## config.mk

```make
export PLATFORM = sky130hd
export DESIGN_NAME = histogram_stream_reader_flat
export DESIGN_NICKNAME = d
export VERILOG_FILES = /design/src/rtl/hist_pkg.sv /design/src/rtl/histogram_stream_reader_if.sv /design/src/rtl/hist_beat_fifo.sv /design/src/rtl/histogram_stream_reader.sv /design/src/flat_wrapper.sv
export SDC_FILE = /design/constraint.sdc
export NUM_CORES = 1
export LEC_CHECK = 0
export ABC_AREA = 1
export BUFFER_PORTS_ARGS = -buffer_cell sky130_fd_sc_hd__buf_2
export CAP_MARGIN = 0
export CORE_UTILIZATION = 50
export CTS_CLUSTER_DIAMETER = 60
export DETAILED_ROUTE_END_ITERATION = 10
export PLACE_DENSITY = 0.7
export SYNTH_ARGS = -nofsm -noshare
export SYNTH_HDL_FRONTEND = slang
export SYNTH_HIERARCHICAL = 1
export SYNTH_SLANG_ARGS = --single-unit
```

## constraint.sdc

```tcl
create_clock -name clk -period 8.1 [get_ports clk]
set_input_delay 0 -clock clk [delete_from_list [all_inputs] [get_ports clk]]
set_output_delay 0 -clock clk [all_outputs]
set_load 0.02 [all_outputs]
```

## src/rtl/hist_pkg.sv

```systemverilog
// Shared sizes, FSM encoding and beat record for the histogram stream reader.
package hist_pkg;
  localparam int NBINS  = 256;
  localparam int BIN_W  = 8;
  localparam int CNT_W  = 16;
  localparam int CDF_W  = 24;
  localparam int ADDR_W = 9;

  typedef enum logic [1:0] {IDLE, RUN, DRAIN} state_t;

  typedef struct packed {
    logic [BIN_W-1:0] bin;
    logic [CNT_W-1:0] count;
    logic [CDF_W-1:0] cdf;
    logic             last;
  } beat_t;
endpackage

```

## src/rtl/histogram_stream_reader_if.sv

```systemverilog
// Read port toward the histogram calculator plus the beat stream toward downstream.
interface histogram_stream_reader_if;
  logic                         rd_en;
  logic [hist_pkg::ADDR_W-1:0]  rd_addr;
  logic [hist_pkg::CNT_W-1:0]   rd_data;
  logic                         out_valid;
  logic                         out_ready;
  logic [hist_pkg::BIN_W-1:0]   out_bin;
  logic [hist_pkg::CNT_W-1:0]   out_count;
  logic [hist_pkg::CDF_W-1:0]   out_cdf;
  logic                         out_last;

  modport master (output rd_en, rd_addr, out_valid, out_bin, out_count, out_cdf, out_last,
                  input  rd_data, out_ready);
  modport slave  (input  rd_en, rd_addr, out_valid, out_bin, out_count, out_cdf, out_last,
                  output rd_data, out_ready);
endinterface

```

## src/rtl/hist_beat_fifo.sv

```systemverilog
// Two-entry beat FIFO; the head entry is a register so downstream sees stable outputs.
module hist_beat_fifo
  import hist_pkg::*;
(
  input  logic       clk,
  input  logic       rst,
  input  logic       push,
  input  beat_t      din,
  input  logic       pop,
  output beat_t      head,
  output logic       head_vld,
  output logic [1:0] count
);
  beat_t tail;
  logic  tail_vld;

  assign count = {1'b0, head_vld} + {1'b0, tail_vld};

  // Overflow is prevented upstream by the read credit, so push at full is not handled.
  always_ff @(posedge clk or posedge rst) begin
    if (rst) begin
      head     <= '0;
      head_vld <= 1'b0;
      tail     <= '0;
      tail_vld <= 1'b0;
    end else if (pop && head_vld) begin
      if (tail_vld) begin
        head     <= tail;
        tail_vld <= push;
        if (push) tail <= din;
      end else begin
        head_vld <= push;
        if (push) head <= din;
      end
    end else if (push) begin
      if (!head_vld) begin
        head     <= din;
        head_vld <= 1'b1;
      end else begin
        tail     <= din;
        tail_vld <= 1'b1;
      end
    end
  end
endmodule

```

## src/rtl/histogram_stream_reader.sv

```systemverilog
// Sweeps all histogram bins through the calculator read port and streams
// (bin, count, cdf) beats; reports the frame total with a done pulse.
module histogram_stream_reader
  import hist_pkg::*;
(
  input  logic                      clk,
  input  logic                      rst,
  input  logic                      start,
  input  logic [ADDR_W-1:0]         base_addr,
  histogram_stream_reader_if.master bus,
  output logic                      busy,
  output logic                      done,
  output logic [CDF_W-1:0]          total
);
  state_t            state_q, state_d;
  logic [ADDR_W-1:0] base_q;
  logic [BIN_W-1:0]  issue_idx, cap_bin;
  logic              inflight;
  logic [CDF_W-1:0]  acc;
  logic              start_acc, finish, rd_en, pop, head_vld;
  logic [1:0]        fifo_count, credit_used;
  beat_t             head, push_beat;

  assign pop = head_vld & bus.out_ready;
  // Credit counts the slot freed by this cycle's pop so a full-rate stream
  // keeps one read issued per cycle; occupancy never exceeds two.
  assign credit_used = fifo_count + {1'b0, inflight} - {1'b0, pop};

  always_comb begin
    state_d   = state_q;
    rd_en     = 1'b0;
    start_acc = 1'b0;
    finish    = 1'b0;
    case (state_q)
      IDLE: if (start && !done) begin
        start_acc = 1'b1;
        state_d   = RUN;
      end
      RUN: begin
        rd_en = (credit_used < 2'd2);
        if (rd_en && issue_idx == BIN_W'(NBINS-1)) state_d = DRAIN;
      end
      DRAIN: if (pop && head.last) begin
        finish  = 1'b1;
        state_d = IDLE;
      end
      default: state_d = IDLE;
    endcase
  end

  always_ff @(posedge clk or posedge rst) begin
    if (rst) begin
      state_q   <= IDLE;
      base_q    <= '0;
      issue_idx <= '0;
      cap_bin   <= '0;
      inflight  <= 1'b0;
      acc       <= '0;
      busy      <= 1'b0;
      done      <= 1'b0;
      total     <= '0;
    end else begin
      state_q  <= state_d;
      done     <= finish;
      inflight <= rd_en;
      if (rd_en) begin
        issue_idx <= issue_idx + 1'b1;
        cap_bin   <= issue_idx;
      end
      if (start_acc) begin
        base_q    <= base_addr;
        issue_idx <= '0;
        acc       <= '0;
        busy      <= 1'b1;
        total     <= '0;
      end else begin
        if (inflight) acc <= push_beat.cdf;
        if (finish) begin
          busy  <= 1'b0;
          total <= acc;
        end
      end
    end
  end

  always_comb begin
    push_beat       = '0;
    push_beat.bin   = cap_bin;
    push_beat.count = bus.rd_data;
    push_beat.cdf   = acc + CDF_W'(bus.rd_data);
    push_beat.last  = (cap_bin == BIN_W'(NBINS-1));
  end

  hist_beat_fifo u_fifo (
    .clk      (clk),
    .rst      (rst),
    .push     (inflight),
    .din      (push_beat),
    .pop      (bus.out_ready),
    .head     (head),
    .head_vld (head_vld),
    .count    (fifo_count)
  );

  assign bus.rd_en     = rd_en;
  assign bus.rd_addr   = base_q + ADDR_W'(issue_idx);
  assign bus.out_valid = head_vld;
  assign bus.out_bin   = head.bin;
  assign bus.out_count = head.count;
  assign bus.out_cdf   = head.cdf;
  assign bus.out_last  = head.last;
endmodule

```

## src/flat_wrapper.sv

```systemverilog
// flat-port wrapper written by rule: the top's interface ports become plain ports
module histogram_stream_reader_flat import hist_pkg::*;
  (clk, rst, start, base_addr, busy, done, total, bus_rd_en, bus_rd_addr, bus_out_valid, bus_out_bin, bus_out_count, bus_out_cdf, bus_out_last, bus_rd_data, bus_out_ready);
  histogram_stream_reader_if bus_i ();
  input  logic clk;
  input  logic rst;
  input  logic start;
  input  logic [ADDR_W-1:0] base_addr;
  output logic busy;
  output logic done;
  output logic [CDF_W-1:0] total;
  output wire logic [$bits(bus_i.rd_en)-1:0] bus_rd_en;
  output wire logic [$bits(bus_i.rd_addr)-1:0] bus_rd_addr;
  output wire logic [$bits(bus_i.out_valid)-1:0] bus_out_valid;
  output wire logic [$bits(bus_i.out_bin)-1:0] bus_out_bin;
  output wire logic [$bits(bus_i.out_count)-1:0] bus_out_count;
  output wire logic [$bits(bus_i.out_cdf)-1:0] bus_out_cdf;
  output wire logic [$bits(bus_i.out_last)-1:0] bus_out_last;
  input wire logic [$bits(bus_i.rd_data)-1:0] bus_rd_data;
  input wire logic [$bits(bus_i.out_ready)-1:0] bus_out_ready;
  assign bus_rd_en = bus_i.rd_en;
  assign bus_rd_addr = bus_i.rd_addr;
  assign bus_out_valid = bus_i.out_valid;
  assign bus_out_bin = bus_i.out_bin;
  assign bus_out_count = bus_i.out_count;
  assign bus_out_cdf = bus_i.out_cdf;
  assign bus_out_last = bus_i.out_last;
  assign bus_i.rd_data = bus_rd_data;
  assign bus_i.out_ready = bus_out_ready;
  histogram_stream_reader u_core (.clk(clk), .rst(rst), .start(start), .base_addr(base_addr), .bus(bus_i), .busy(busy), .done(done), .total(total));
endmodule
```

==> metrics.yaml <==
status:
  status: "complete, no violations"
critical_path:
  reg2reg_slack_ps: 5160
  arrival_ps: 3220
  cp-start-kind: "flip-flop"
  cpPeakStageDelay_ps: 490
  endpoint: "bus_rd_en"
  critPathCaptureType: "output port"
  crit_chain: "buf_4 -> ha_1 -> inv_1 -> ha_1 -> nor2_2 -> xor2_1 -> nand2_1 -> clkinv_1 -> buf_2"
  crit_required_ps: 8100
  cp_max_fo: 53
  crit_type: "flip-flop to output port"
  crit_top_cell: "ha_1"
  r2r-start: "u_core/u_fifo/tail_vld$_DFFE_PP0P_"
  reg2reg_depth: 10
  crit_slowest_cell: "buf_4"
  r2r-end: "u_core/issue_idx[5]$_DFFE_PP0P_"
  crit_path_start: "u_core/u_fifo/tail_vld$_DFFE_PP0P_"
sta:
  finalCritPeriodShare: 0.3969
  finalSetupViolCount: 0
  min_period_ps: 3215
  tightestPinTransition_ps: 1048
  timing.fmax_ghz: 0.3110
  hold_viol: 0
  setup_ws_ps: 4885
  holdWs_ps: 167.3
  setup_tns_ps: 0
  finalClockSkew_ps: 8.890
  rsz0062_at_grt: "no"
  slew_viol_final: 0
  slew_headroom: 0.3010
logic_synthesis:
  synth_area_per_cell_um2: 7.481
  syn_nets: 1348
  synth-warning-count: 6
  syn-cell-area_um2: 9651
  synth_cell_types: 36
  synth_cells: 1290
  ys_seq_area_frac: 0.4616
  ys_ff_latch: 178
layout:
  fin_area_um2: 11150
  fillers: 1761
  area_delta_synth_final_pct: 15.53
  n_antenna_cell: 0
  final_layout_size_suffix_gt1_frac: 0.1181
  nNetsFinal: 1451
  utilization: 0.5921
job:
  drv_cap: 0
clock_tree:
  clockRootBuffer: "clkbuf_16"
  clk-insertion-delay-late_ps: 430
  cts_sinks: 178
  cts_setup_buffers: 0
  cts_tree: "done"
  path_clk_slew_ps: 70
  h-tree-depth: 4
  numCtsBuffers: 17
  cts.repair.resized: 0
  clockBufferDepth: 2
detailed_routing:
  ant_nets: 0
  wire_per_inst_um: 15.18
  initialDrtViolationCount: 888
  totalWireLength_um: 25270
  firstDrtPassIters: 6
  num_vias: 8660
  drc: 0
  vias_per_cell: 5.201
grt:
  grt_use_total: 0.2669
  antenna_found_initial: 0
  grt_max_degree: 100
  overflow: 0
  grt_pass1_vias: 7907
  grt_pass1_wl_um: 41580
power:
  power_density_nw_per_um2: 410.5
  worst_ir_drop_vdd_v: 0.0002214
  p_leak_nw: 6.150
floorplan:
  num_rows: 50
  die-area_um2: 19860
  fp.coreArea_um2: 18830
  initial_core_util: 0.5125
  die_h_um: 140.9
  pin_count: 115
  die_width_um: 140.9
place:
  dp_hpwl_um: 17350
  placed_area_um2: 10290
  gp_congestion: 0.9403
  io_buffers: 114
  pre_cts_ws_ps: 5198
worst_hold_path:
  hold_path_class: "input pin to asynchronous set/reset pin"
## state kept, by name (all words and copies together), names as in the netlist
register                cells
u_core/u_fifo/head_vld      1
u_core/done                 1
u_core/total               24
u_core/busy                 1
u_core/inflight             1
u_core/acc                 24
u_core/state_q              2
u_core/u_fifo/head         49
u_core/cap_bin              8
u_core/u_fifo/tail_vld      1
u_core/issue_idx            8
u_core/base_q               9
u_core/u_fifo/tail         49
## power by group
| group | switching [W] | leakage, nW | total (W) | internal [W] |
|---|---|---|---|---|
| logic | 0.00157 | 3.56 | 0.00226 | 0.000693 |
| clock network | 0.000357 | 0.294 | 0.000851 | 0.000495 |
| registers | 0.000241 | 2.30 | 0.00146 | 0.00122 |
## synthesized netlist by cell type (all sizes together)
master	n	area, µm²
and2	11	68.82
inv	152	570.6
ha	27	337.8
xor2	11	96.34
nand2	483	1818
nor3	9	56.31
nand4	64	400.4
a21oi	16	80.08
nor2	38	155.1
a22o	1	8.760
clkinv	1	3.750
o22ai	6	37.54
or2	2	12.51
o211ai	1	7.510
fa	2	40.04
nand3	115	598.1
clkbuf	30	113.9
a221oi	1	8.760
nor4	1	6.260
nand3b	5	37.54
xnor2	7	61.31
o21ai	97	485.5
buf	32	191.4
dfrtp	178	4454
## per-stage QoR
stage | power [W] | cells
4_1_cts | 0.004576 | 1665
2_1_floorplan | 0.003108 | 1290
3_3_place_gp | 0.003657 | 1608
5_1_grt | 0.004959 | 1665
6_report | 0.004577 | 1665
3_5_place_dp | 0.003702 | 1608
## kinds of logic (layout without fill, tap and decap cells)
logic type,count (synthesis),after routing,share of synthesized area
AND/OR/NAND/NOR,728,728,0.3267
XOR/XNOR,18,18,0.01634
buffers and inverters,215,330,0.09114
flip-flops,178,178,0.4616
AO/OA/AOI/OAI,122,122,0.06509
adder cells (fa/ha/maj),29,29,0.03915
## layer usage
metal	GRT usage	vias up	routed length (µm)
met5	0	-	0
met4	0.05835	0	330
li1	-	4327	-
met2	0.3891	247	10840
met3	0.04721	25	1544
met1	0.4117	4061	12560
## area by class of cell
| type | instances | area, µm² | share of cell area |
|---|---|---|---|
| sequential | 178 | 4454 | 0.3995 |
| multi-input combinational | 897 | 4317 | 0.3872 |
| timing repair buffer | 146 | 875.8 | 0.07855 |
| inverter | 153 | 578.1 | 0.05185 |
| clock buffer | 19 | 442.9 | 0.03973 |
| tap | 260 | 325.3 | 0.02918 |
| clock inverter | 12 | 156.4 | 0.01403 |
## worst min path at each step
stage,endpoint,from
5_1_grt,u_core/u_fifo/head[33]$_DFFE_PP0P_,rst
6_report,u_core/u_fifo/head[33]$_DFFE_PP0P_,rst
3_5_place_dp,u_core/u_fifo/head[34]$_DFFE_PP0P_,rst
4_1_cts,u_core/u_fifo/head[42]$_DFFE_PP0P_,rst
3_3_place_gp,u_core/u_fifo/head[34]$_DFFE_PP0P_,rst
2_1_floorplan,u_core/base_q[0]$_DFFE_PP0P_,base_addr[0]
## critical path, delay by kind of cell, from the launching register on
kind / cells / cell delay (ps)
buffers and inverters: 4 / 1230
adders and majority gates: 2 / 580
and+or+nand+nor: 2 / 550
DFF: 1 / 320
xor gates and xnor gates: 1 / 90
## timing repair
action / in CTS / in global routing
setup endpoints to repair: 0 / 0
hold buffers: 26 / 0
hold endpoints to repair: 156 / 0
## cells in the final DEF (no fill, tap or decap), types with 6 or more instances in the layout
cell type / n
ha_1: 27
buf_2: 114
dlygate4sd3_1: 26
o22ai_1: 6
nor2_1: 35
inv_1: 147
and2_1: 11
xnor2_1: 7
nor3_1: 8
nand3_1: 112
o21ai_0: 84
xor2_1: 11
clkbuf_16: 17
nand4_1: 64
nand2_1: 481
dfrtp_1: 178
buf_4: 6
a21oi_1: 16
o21ai_1: 13
Power figures use the tool's default switching activity.
